**config.mk**
```make
export PLATFORM = sky130hd
export DESIGN_NAME = cu_issue_sequencer_flat
export DESIGN_NICKNAME = d
export VERILOG_FILES = /design/src/rtl/cu_seq_pkg.sv /design/src/rtl/cu_issue_sequencer_if.sv /design/src/rtl/cu_instr_fifo.sv /design/src/rtl/cu_issue_sequencer.sv /design/src/flat_wrapper.sv
export SDC_FILE = /design/constraint.sdc
export NUM_CORES = 1
export LEC_CHECK = 0
export BUFFER_PORTS_ARGS = -buffer_cell sky130_fd_sc_hd__buf_2
export CORE_UTILIZATION = 57
export CTS_CLUSTER_DIAMETER = 150
export DETAILED_ROUTE_END_ITERATION = 10
export PLACE_DENSITY = 0.84
export SLEW_MARGIN = 20
export SYNTH_ARGS = -nofsm -noshare
export SYNTH_HDL_FRONTEND = slang
export SYNTH_SLANG_ARGS = --single-unit
```
**constraint.sdc**
```tcl
create_clock -name clk -period 3.29 [get_ports clk]
set_input_delay 0.4935 -clock clk [delete_from_list [all_inputs] [get_ports clk]]
set_output_delay 0.4935 -clock clk [all_outputs]
set_load 0.05 [all_outputs]
```
**src/rtl/cu_seq_pkg.sv**
```systemverilog
// Shared opcodes, FSM state and helpers for the compute-unit issue sequencer.
package cu_seq_pkg;

  localparam logic [3:0] OP_NOP  = 4'h0;
  localparam logic [3:0] OP_LOAD = 4'h9;
  localparam logic [3:0] OP_ADD  = 4'hA;
  localparam logic [3:0] OP_SUB  = 4'hB;
  localparam logic [3:0] OP_AND  = 4'hC;
  localparam logic [3:0] OP_OR   = 4'hD;
  localparam logic [3:0] OP_NOT  = 4'hE;
  localparam logic [3:0] OP_XOR  = 4'hF;

  localparam logic [15:0] NOP_WORD = 16'h0000;

  typedef enum logic [1:0] {IDLE, RUN, DRAIN} seq_state_t;

  // One result-tracking stage: was the presented word real, and its opcode.
  typedef struct packed {
    logic       vld;
    logic [3:0] op;
  } trk_t;

  function automatic logic is_legal_op(input logic [3:0] op);
    case (op)
      OP_NOP, OP_LOAD, OP_ADD, OP_SUB, OP_AND, OP_OR, OP_NOT, OP_XOR: return 1'b1;
      default: return 1'b0;
    endcase
  endfunction

endpackage

```
**src/rtl/cu_issue_sequencer_if.sv**
```systemverilog
// Instruction-source valid/ready handshake for the issue sequencer.
interface cu_issue_sequencer_if;
  logic        in_valid;
  logic        in_ready;
  logic [15:0] in_instr;

  modport master (output in_valid, output in_instr, input in_ready);
  modport slave  (input in_valid, input in_instr, output in_ready);
endinterface

```
**src/rtl/cu_instr_fifo.sv**
```systemverilog
// Synchronous instruction FIFO; wrapping pointers plus a level counter one bit wider.
module cu_instr_fifo #(
  parameter int DEPTH = 4,
  parameter int W     = 16
) (
  input  logic                   clk,
  input  logic                   rst_n,
  input  logic                   push,
  input  logic                   pop,
  input  logic                   flush,
  input  logic [W-1:0]           wdata,
  output logic [W-1:0]           rdata,
  output logic                   full,
  output logic                   empty,
  output logic [$clog2(DEPTH):0] level
);
  localparam int AW = $clog2(DEPTH);
  localparam int LW = AW + 1;

  logic [W-1:0]  mem [DEPTH];
  logic [AW-1:0] wr_ptr, rd_ptr;
  logic          do_push, do_pop;

  assign full    = (level == LW'(DEPTH));
  assign empty   = (level == '0);
  assign do_push = push && !full && !flush;
  assign do_pop  = pop && !empty && !flush;
  assign rdata   = mem[rd_ptr];

  always_ff @(posedge clk) begin
    if (!rst_n || flush) begin
      wr_ptr <= '0;
      rd_ptr <= '0;
      level  <= '0;
    end else begin
      if (do_push) wr_ptr <= wr_ptr + AW'(1);
      if (do_pop)  rd_ptr <= rd_ptr + AW'(1);
      case ({do_push, do_pop})
        2'b10:   level <= level + LW'(1);
        2'b01:   level <= level - LW'(1);
        default: level <= level;
      endcase
    end
  end

  always_ff @(posedge clk) begin
    if (do_push) mem[wr_ptr] <= wdata;
  end

endmodule

```
**src/rtl/cu_issue_sequencer.sv**
```systemverilog
// Issue sequencer: FIFO-buffered issue to the compute unit with a trailing NOP
// and result tracking. Optional single-step control under SINGLE_STEP_EN.
module cu_issue_sequencer
  import cu_seq_pkg::*;
#(
  parameter int DEPTH = 4
) (
  input  logic                   clk,
  input  logic                   rst_n,
  cu_issue_sequencer_if.slave    src,
  input  logic                   ena,
  input  logic                   flush,
`ifdef SINGLE_STEP_EN
  input  logic                   step_mode,
  input  logic                   step,
`endif
  output logic [15:0]            cu_instr,
  output logic                   cu_ena,
  output logic                   res_valid,
  output logic [3:0]             res_op,
  output logic                   illegal,
  output logic [7:0]             retired_cnt,
  output logic [$clog2(DEPTH):0] fifo_level,
  output logic                   busy
);

  seq_state_t  state;
  trk_t        trk;
  logic [15:0] head;
  logic        full, empty;
  logic        accept, legal, push, can_pop, step_ok;

  assign accept       = src.in_valid && src.in_ready;
  assign legal        = is_legal_op(src.in_instr[15:12]);
  assign push         = accept && legal && !flush;
  assign src.in_ready = !full;
  assign can_pop      = ena && !empty && !flush && step_ok;

`ifdef SINGLE_STEP_EN
  logic step_q, step_pulse;

  // Permit lands the cycle after the rising edge so each edge pops exactly once.
  always_ff @(posedge clk) begin
    if (!rst_n) begin
      step_q     <= 1'b0;
      step_pulse <= 1'b0;
    end else begin
      step_q     <= step;
      step_pulse <= step && !step_q;
    end
  end

  assign step_ok = !step_mode || step_pulse;
`else
  assign step_ok = 1'b1;
`endif

  cu_instr_fifo #(.DEPTH(DEPTH), .W(16)) u_fifo (
    .clk   (clk),
    .rst_n (rst_n),
    .push  (push),
    .pop   (can_pop),
    .flush (flush),
    .wdata (src.in_instr),
    .rdata (head),
    .full  (full),
    .empty (empty),
    .level (fifo_level)
  );

  // State names what cu_instr carries this cycle; DRAIN is the trailing NOP.
  always_ff @(posedge clk) begin
    if (!rst_n) begin
      state    <= IDLE;
      cu_instr <= NOP_WORD;
      cu_ena   <= 1'b0;
    end else if (can_pop) begin
      state    <= RUN;
      cu_instr <= head;
      cu_ena   <= 1'b1;
    end else if (state == RUN) begin
      state    <= DRAIN;
      cu_instr <= NOP_WORD;
      cu_ena   <= 1'b1;
    end else begin
      state    <= IDLE;
      cu_ena   <= 1'b0;
    end
  end

  // Tracking only advances while the unit is enabled, mirroring its pipeline.
  always_ff @(posedge clk) begin
    if (!rst_n) begin
      trk         <= '0;
      res_valid   <= 1'b0;
      res_op      <= 4'h0;
      retired_cnt <= 8'h00;
      illegal     <= 1'b0;
    end else begin
      illegal   <= accept && !legal;
      res_valid <= cu_ena && trk.vld;
      if (cu_ena) begin
        trk <= '{vld: (state == RUN), op: cu_instr[15:12]};
        if (trk.vld) begin
          res_op      <= trk.op;
          retired_cnt <= retired_cnt + 8'd1;
        end
      end
    end
  end

  assign busy = (state != IDLE) || !empty || trk.vld || res_valid;

endmodule

```
**src/flat_wrapper.sv**
```systemverilog
// flat-port wrapper written by rule: the top's interface ports become plain ports
module cu_issue_sequencer_flat import cu_seq_pkg::*;
#(
  parameter int DEPTH = 4
)
  (clk, rst_n, ena, flush, cu_instr, cu_ena, res_valid, res_op, illegal, retired_cnt, fifo_level, busy, src_in_valid, src_in_instr, src_in_ready);
  cu_issue_sequencer_if src_i ();
  input  logic clk;
  input  logic rst_n;
  input  logic ena;
  input  logic flush;
  output logic [15:0] cu_instr;
  output logic cu_ena;
  output logic res_valid;
  output logic [3:0] res_op;
  output logic illegal;
  output logic [7:0] retired_cnt;
  output logic [$clog2(DEPTH):0] fifo_level;
  output logic busy;
  input wire logic [$bits(src_i.in_valid)-1:0] src_in_valid;
  input wire logic [$bits(src_i.in_instr)-1:0] src_in_instr;
  output wire logic [$bits(src_i.in_ready)-1:0] src_in_ready;
  assign src_i.in_valid = src_in_valid;
  assign src_i.in_instr = src_in_instr;
  assign src_in_ready = src_i.in_ready;
  cu_issue_sequencer #(.DEPTH(DEPTH)) u_core (.clk(clk), .rst_n(rst_n), .src(src_i), .ena(ena), .flush(flush), .cu_instr(cu_instr), .cu_ena(cu_ena), .res_valid(res_valid), .res_op(res_op), .illegal(illegal), .retired_cnt(retired_cnt), .fifo_level(fifo_level), .busy(busy));
endmodule
```
# After elaboration in Yosys (flattened, before gate mapping)
# Memories as Yosys holds them, arrays and structs flattened. A register that Yosys moved wholly into a read port is not among the register bits.
# Index checks and enable logic that the tools add are counted.
[totals]
register_bits = 45
ram_bits = 64
romBits = 16
in_bits = 21
memories = 2
[classes]
add_sub_neg = 5
eq_ne = 4
mux = 11
bitwise_logic = 1
reduce_logical = 26
[memory_table]
columns = ["name", "words", "width", "read_ports", "rd_ports_with_merged_regs", "write_ports", "line", "source"]
rows = [
  ["u_core.u_fifo.mem", 4, 16, 1, 1, 1, "cu_instr_fifo.sv:20", "logic [W-1:0] mem [DEPTH];"],
  ["(no name shown)", 16, 1, 1, 0, 0, "cu_seq_pkg.sv:24", "case (op)"],
]
[ops]
columns = ["op", "count"]
rows = [
  ["$mux W16", 2],
  ["$logic_and A1 B1 Y1", 11],
  ["$add A8 B1 Y8 const B", 1],
  ["$mux W2", 3],
  ["$pmux W3 S2", 1],
  ["$reduce_bool A2 Y1", 3],
  ["$logic_not A1 Y1", 5],
  ["$mux W1", 5],
  ["$add A2 B1 Y2 const B", 2],
  ["$eq A2 B1 Y1 const B", 2],
  ["$logic_or A1 B1 Y1", 4],
  ["$add A3 B1 Y3 const B", 1],
  ["$eq A3 B3 Y1 const B", 1],
  ["$logic_not A3 Y1", 1],
  ["$sub A3 B1 Y3 const B", 1],
  ["$eq A2 B2 Y1 const B", 1],
  ["$reduce_and A2 Y1", 1],
  ["$reduce_or A2 Y1", 1],
  ["$not A1 Y1", 1],
]

# Depth between registers and ports, before layout
# Gate-level depths: netlist (run 1).
[depth]
depth_word = 9
mapped_depth = 10
ltp_nobuf = 9

# Modules after synthesis
# Synthesis (run 1) repeated with hierarchy kept, for this count alone.
[hier_totals]
hier_cells = 269
hier_area_um2 = 4185.3
[modules_own_cells]
columns = ["module", "instances", "cells_per_inst", "area_each_um2", "seq_area_each_um2"]
rows = [
  ["cu_instr_fifo", 1, 139, 2802.7, 2102.0],
  ["cu_issue_sequencer", 1, 130, 1382.6, 760.7],
]

# Worst setup path after synthesis (run 1)
# No wires, ideal clock.
[synth_timing]
path_type = "register -> register"
start = "register u_core.u_fifo.level[0]"
end = "register u_core.u_fifo.level[2]"
arrival_ns = 2.558
slack_ns = 0.662
stages_incl_launch_ff = 10
path_buffers = 1
synth_period_minus_slack_ns = 2.628
path_cell_list = "dfxtp_1 nor3_2 nor2_2 buf_2 ha_1 inv_1 fa_1 xor2_1 or3_1 a21oi_1"
[synth_between]
elab_cells_between_ends = 19
[synth_lines]
columns = ["item", "line", "source"]
rows = [
  ["start: declaration", "cu_instr_fifo.sv:15", "output logic [$clog2(DEPTH):0] level"],
  ["start signal: assignment", "cu_instr_fifo.sv:39", "2'b10: level <= level + LW'(1);"],
  ["start signal: assignment", "cu_instr_fifo.sv:40", "2'b01: level <= level - LW'(1);"],
  ["start signal: assignment", "cu_instr_fifo.sv:41", "default: level <= level;"],
  ["$logic_not A3 Y1 *", "cu_instr_fifo.sv:25", "assign empty = (level == '0);"],
  ["$logic_not A1 Y1 *", "cu_instr_fifo.sv:27, cu_issue_sequencer.sv:37", ""],
  ["$logic_and A1 B1 Y1 (2 in series)", "cu_issue_sequencer.sv:37", "assign can_pop = ena && !empty && !flush && step_ok;"],
  ["$logic_and A1 B1 Y1 * (2 in series)", "cu_instr_fifo.sv:27", "assign do_pop = pop && !empty && !flush;"],
  ["named net u_core.u_fifo.do_pop", "cu_instr_fifo.sv:22", "logic do_push, do_pop;"],
  ["$eq A2 B1 Y1 / $eq A2 B2 Y1 (equally long branches)", "cu_instr_fifo.sv:38", "case ({do_push, do_pop})"],
  ["$pmux W3 S2 / $reduce_bool A2 Y1 (equally long branches)", "--", ""],
]
# Mark *: on every way through the listed nets, which the timed path passes. The rest lies on a longest branch.
# A chain may end at the register's enable or synchronous reset.

# Worst setup path in the final report (run 1)
[layout_timing]
start = "register u_core.u_fifo.level[2]"
end = "register u_core.u_fifo.level[2]"
[layout_between]
elab_chain_cells = 9
elab_cells_between_ends = 19
[layout_rtl]
columns = ["item", "line", "source"]
rows = [
  ["$eq A3 B3 Y1", "cu_instr_fifo.sv:24", "assign full = (level == LW'(DEPTH));"],
  ["$logic_not A1 Y1", "cu_instr_fifo.sv:26, cu_issue_sequencer.sv:36", ""],
  ["$logic_and A1 B1 Y1", "cu_issue_sequencer.sv:33", "assign accept = src.in_valid && src.in_ready;"],
  ["$logic_and A1 B1 Y1 (2 in series)", "cu_issue_sequencer.sv:35", "assign push = accept && legal && !flush;"],
  ["$logic_and A1 B1 Y1 (2 in series)", "cu_instr_fifo.sv:26", "assign do_push = push && !full && !flush;"],
  ["$eq A2 B1 Y1 / $eq A2 B2 Y1 (equally long branches)", "cu_instr_fifo.sv:38", ""],
  ["$pmux W3 S2 / $reduce_bool A2 Y1 (equally long branches)", "--", ""],
]
# Several ways; a longest one is shown, not always the timed one.

==> flow_summary.yaml, run 1 <==
route:
  drt_iter0_drc: 186
  wl_per_cell_um: 17.1
  postRouteAntennaNets: 0
  vias: 2713
  wl_um: 7980
  remaining_drc_errors: 0
  avgViaCountPerCell: 5.80
  dr.pass1.iters: 4
timing:
  maxSlewHeadroom: 0.350
  finalCritPeriodShare: 0.752
  tightest_slew_ps: 969
  setup_viol: 0
  rsz0062_at_grt: "false"
  slew_viol_final: 0
  tns_ps: 0
  min_period_ps: 2470
  fmax_mhz: 404
  fin_ws_ps: 816
  hold_violations: 0
  final.setup_skew_ps: 12.0
cts:
  clock_latency_ps: 370
  cts_tree: "built"
  clockRootBuffer: "clkbuf_8"
  clkTransAtPathRegs_ps: 110
  post_cts_buffers: 0
  cts_sinks: 111
  cts.path.max_buffers: 2
  cts-resized-gates: 0
  cts.htree.levels: 3
  cts_buffers: 9
  postCtsHoldBufs: 0
job:
  drv_cap: 0
yosys:
  yosys_register_bits: 111
  ys.flop_type: "edfxtp_1"
  yosysTopAreaCell: "edfxtp_1"
  postSynth.asyncResetShare: 0
  synth_area_leaders: "edfxtp_1 44%, dfxtp_1 21%, mux4_2 8.2%"
  synth_edf_count: 64
  ys_types: 42
  synthCells: 307
  syn_area_um2: 4380
  synth_top_area_frac: 0.439
  syn_area_per_cell_um2: 14.3
  synth_nets: 335
  ys_seq_area_frac: 0.654
  yosys_warnings: 0
grt:
  grt_pass1_vias: 2493
  grt_overflow: 0
  grt_max_degree: 34
  grt_usage: 0.214
  grt_pass1_wl_um: 12300
  antenna_found_initial: 0
floorplanning:
  fp.coreArea_um2: 7330
  dieHeight_um: 89.7
  die_area_um2: 8040
  fp.dieW_um: 89.7
  rows: 31
  io_pins: 57
  start_util: 0.598
placed_design:
  gp_congestion: 0.747
  preCtsSetupSlack_ps: 632
  hpwl_um: 5390
  portBuffers: 56
worst_setup_path:
  timing.rr.end: "u_core.u_fifo.level[2]"
  cp-endpoint: "u_core.u_fifo.level[2]"
  reg2reg_from: "u_core.u_fifo.level[2]"
  worstSetupStartpointType: "register"
  rr_worst_depth: 9
  setup.worst_path.class: "reg2reg"
  rrSetupSlack_ps: 820
  worstPathRequired_ps: 3600
  critPathCaptureType: "register"
  critPathLaunch: "u_core.u_fifo.level[2]"
  arrival_ps: 2780
  crit_path_max_fanout: 6
pwr:
  leakagePower_nw: 1.72
  ir_drop_mv: 0.263
  powerDensity_nw_per_um2: 472
outcome:
  status: "complete, no violations"
final_layout:
  layout-drive-gt1-share: 0.274
  finalNetCount: 392
  antenna_cells: 0
  synthToLayoutAreaGrowth_pct: 12.7
worst_hold_path:
  hold_class: "in2reg"
critical path, stage by stage (launching register included):
cell,delay (ps)
dfxtp_1,400
nor3b_1,590
a211oi_2,120
inv_1,90
ha_1,170
inv_1,60
fa_1,370
xor2_1,160
or3_1,300
a21oi_1,140
area by class of cell:
class | count | area, µm²
Sequential cell | 111 | 2860
Fill cell | 503 | 2390
Multi-Input combinational cell | 169 | 1400
Timing Repair Buffer | 63 | 333
Clock buffer | 9 | 124
Tap cell | 99 | 124
Clock inverter | 7 | 62.6
Inverter | 10 | 37.5
Yosys cell counts, types with 5 or more instances:
library cell  number
nand3_1           20
nand2_1           16
clkbuf_1           5
and2_1             5
edfxtp_1          64
buf_2              8
nor2_1            12
dfxtp_1           47
mux2i_1            9
a21oi_1           13
o2bb2ai_1         16
ha_1               6
mux4_2            16
nand2b_1           6
inv_1              9
nand4_1            6
how the worst min path moves through the flow:
stage                     start                  endpoint  cells after the start
2_1_floorplan     u_core.trk[0]          u_core.res_op[0]                      2
3_3_place_gp   u_core.res_op[1]          u_core.res_op[1]                      2
3_5_place_dp   u_core.res_op[2]          u_core.res_op[2]                      2
4_1_cts         src_in_instr[2]   u_core.u_fifo.mem[2][2]                      1
5_1_grt         src_in_instr[8]   u_core.u_fifo.mem[0][8]                      1
6_report       src_in_instr[11]  u_core.u_fifo.mem[0][11]                      1
flip-flops by register name, indices dropped and copies added, names as in the netlist, 2 cells and up, named ones only:
name and cells:
u_core.state 2, u_core.cu_instr 16, u_core.u_fifo.level 3, u_core.res_op 4, u_core.trk 5, u_core.u_fifo.rd_ptr 2
u_core.u_fifo.mem 64, u_core.retired_cnt 8, u_core.u_fifo.wr_ptr 2
power breakdown:
| part | switching (mW) | internal [mW] |
|---|---|---|
| Sequential | 0.00480 | 1.48 |
| Combinational | 0.0589 | 0.0295 |
| Clock | 0.472 | 0.290 |
metal layers:
| metal | wire, µm | global-route usage | up-vias |
|---|---|---|---|
| met5 | 0 | 0 | - |
| met4 | 144 | 0.0895 | 0 |
| met3 | 350 | 0.0366 | 15 |
| met2 | 3880 | 0.350 | 68 |
| met1 | 3600 | 0.288 | 1343 |
| li1 | - | - | 1287 |
per-stage QoR:
| step | utilization | cell area (µm²) | std cells | power (mW) | hold slack (ps) |
|---|---|---|---|---|---|
| after global placement | 0.648 | 4750 | 452 | 1.60 | 442 |
| after CTS | 0.674 | 4940 | 468 | 2.34 | 323 |
| final | 0.674 | 4940 | 468 | 2.33 | 337 |
| after detailed placement | 0.648 | 4750 | 452 | 1.60 | 446 |
| after global routing | 0.674 | 4940 | 468 | 2.41 | 325 |
| after floorplan | - | 4380 | 307 | 1.56 | 431 |
layout by cell type, fill, tap and decap left out, drive strengths merged, types with 2 or more instances in the layout:
cell and count:
or3 4, and2 5, ha 6, nor4bb 3, nor2b 3, inv 13, nor3 4, edfxtp 64
nand2b 6, o211ai 2, nor2 13, nor4 2, mux2i 9, and4b 2, clkbuf 9, clkinv 3
o21ai 4, nand3 20, mux4 16, buf 63, nand4 6, nand2 16, or4 5, a21oi 13
dfxtp 47, o2bb2ai 16, xor2 3, o31ai 3
logic make-up after synthesis:
group / synth area share
XOR/XNOR: 0.00800
buffers and inverters: 0.0280
multiplexers: 0.103
AO/OA/AOI/OAI: 0.0646
AND/OR/NAND/NOR: 0.121
adder cells (fa/ha/maj): 0.0217
flip-flops: 0.654
Note: power is estimated with default switching activity, not from simulation.
==> run 2: changes to the inputs <==
Clock period 3.29 ns to 2.4 ns, I/O delays scaled along.
==> run 2 against run 1 <==
Critical path depth stayed put. Power grew 45%. Core utilization rose by 2.5 points. Highest routed layer unchanged.
==> flow_summary.yaml, run 2 (synthesis gave the netlist of run 1 again) <==
floorplanning:
  dieHeight_um: 89.7
  io_pins: 57
  start_util: 0.598
  fp.dieW_um: 89.7
  die_area_um2: 8040
  rows: 31
  fp.coreArea_um2: 7330
pwr:
  intPower_mw: 2.68
  leakagePower_nw: 1.82
  p_clk_frac: 0.361
  ir_drop_mv: 0.547
  power.switching_mw: 0.707
  powerDensity_nw_per_um2: 661
  seqPwrFrac: 0.599
  p_sw_frac: 0.209
  power_frac_comb: 0.039
  total_power_mw: 3.38
final_layout:
  most-common-layout-cells: "64 x edfxtp_1, 56 x buf_2, 44 x dfxtp_1"
  top_regs: "u_core.u_fifo.mem: 64 flops, u_core.cu_instr: 16 flops, u_core.retired_cnt: 8 flops"
  stdcell_area_um2: 5120
  largest_reg_flops: 64
  synthToLayoutAreaGrowth_pct: 16.9
  layout-drive-gt1-share: 0.303
  top_register: "u_core.u_fifo.mem"
  antenna_cells: 0
  fin_util: 0.699
  final_common_cell: "edfxtp_1"
  finalNetCount: 403
worst_setup_path:
  timing.rr.end: "u_core.u_fifo.level[2]"
  critPathCaptureType: "register"
  rrSetupSlack_ps: 280
  crit_path_max_fanout: 5
  setup.worst_path.class: "reg2reg"
  reg2reg_from: "u_core.u_fifo.level[0]"
  worstPathRequired_ps: 2680
  worstSetupStartpointType: "register"
  rr_worst_depth: 9
  arrival_ps: 2400
worst_hold_path:
  min-delay-start: "src_in_instr[5]"
  worstHoldEndpoint: "u_core.u_fifo.mem[1][5]"
  min_path_cells: 1
  hold_class: "in2reg"
grt:
  grt_overflow: 0
  grt_usage: 0.216
  grt_pass1_vias: 2563
  grt_pass1_wl_um: 12500
  antenna_found_initial: 0
  grt_max_degree: 25
cts:
  cts_sinks: 111
  cts_tree: "built"
  cts.path.max_buffers: 2
  clock_latency_ps: 360
  cts.htree.levels: 3
  postCtsHoldBufs: 0
  clkTransAtPathRegs_ps: 110
  cts_buffers: 9
  post_cts_buffers: 0
  clockRootBuffer: "clkbuf_8"
route:
  highest_layer: "met4"
  vias: 2722
  drt_iter0_drc: 137
  wl_met2_um: 4170
  wl_per_cell_um: 17.1
  avgViaCountPerCell: 5.68
  wl_um: 8170
  wl_met1_um: 3490
  dr.pass1.iters: 4
  postRouteAntennaNets: 0
  remaining_drc_errors: 0
  route.met3.wl_um: 432
timing:
  fin_ws_ps: 281
  slew_viol_final: 0
  fmax_mhz: 472
  final.setup_skew_ps: 12.6
  maxSlewHeadroom: 0.577
  hold_violations: 0
  setup_viol: 0
  rsz0062_at_grt: "false"
  min_period_ps: 2120
  tightest_slew_ps: 635
  finalCritPeriodShare: 0.883
  whs_ps: 206
placed_design:
  preCtsSetupSlack_ps: -18.2
  place_area_um2: 4890
  portBuffers: 56
  gp_congestion: 0.753
  hpwl_um: 5550
job:
  drv_cap: 0
outcome:
  status: "complete, no violations"
==> run 2: power by group through the flow <==
stage | registers (mW) | logic, mW | clock network (mW)
final | 2.03 | 0.133 | 1.22
after CTS | 2.03 | 0.133 | 1.24
after global placement | 2.07 | 0.128 | 0
after detailed placement | 2.07 | 0.133 | 0
after floorplan | 2.08 | 0.0600 | 0
after global routing | 2.03 | 0.144 | 1.31
==> run 2: worst max-delay path by stage <==
stage,start,to
floorplan,u_core.u_fifo.level[2],u_core.u_fifo.level[2]
global route,u_core.u_fifo.level[0],u_core.u_fifo.level[2]
CTS,u_core.u_fifo.level[0],u_core.u_fifo.level[2]
finish,u_core.u_fifo.level[0],u_core.u_fifo.level[2]
detailed placement,src_in_instr[13],u_core.u_fifo.level[2]
global placement,src_in_instr[13],u_core.u_fifo.level[2]
==> run 2: repair_timing <==
action / 4_1_cts / 5_1_grt
resized for setup: 0 / 1
endpoints found under the hold margin: 0 / 0
setup endpoints to repair: 0 / 1
==> run 2: per-layer routing <==
layer  up-vias  track usage
li1       1309            -
met1      1333        0.270
met2        73        0.376
met3         7       0.0576
met4         0       0.0563
met5         -            0
==> run 2: layout make-up <==
| cell class | instances | area, µm² |
|---|---|---|
| flip-flops and latches | 111 | 2870 |
| fillers | 482 | 2210 |
| multi-input cells | 169 | 1400 |
| repair buffers | 74 | 465 |
| clock buffers | 10 | 128 |
| well taps | 99 | 124 |
| clock inverters | 6 | 97.6 |
| inverters | 10 | 37.5 |
==> run 2: stage by stage <==
stage / std cells / TNS [ps]
global route: 479 / 0
global placement: 463 / 0
finish: 479 / 0
detailed placement: 463 / -18.2
CTS: 479 / 0
floorplan: 307 / 0
==> run 2: worst max-delay path, cell delays in order, from the launching register on <==
cell      delay (ps)
dfxtp_4          380
nor3b_2          290
a211oi_2          80
inv_1             90
ha_1             180
inv_1             60
fa_1             370
xor2_1           160
or3_1            300
a21oi_1          140
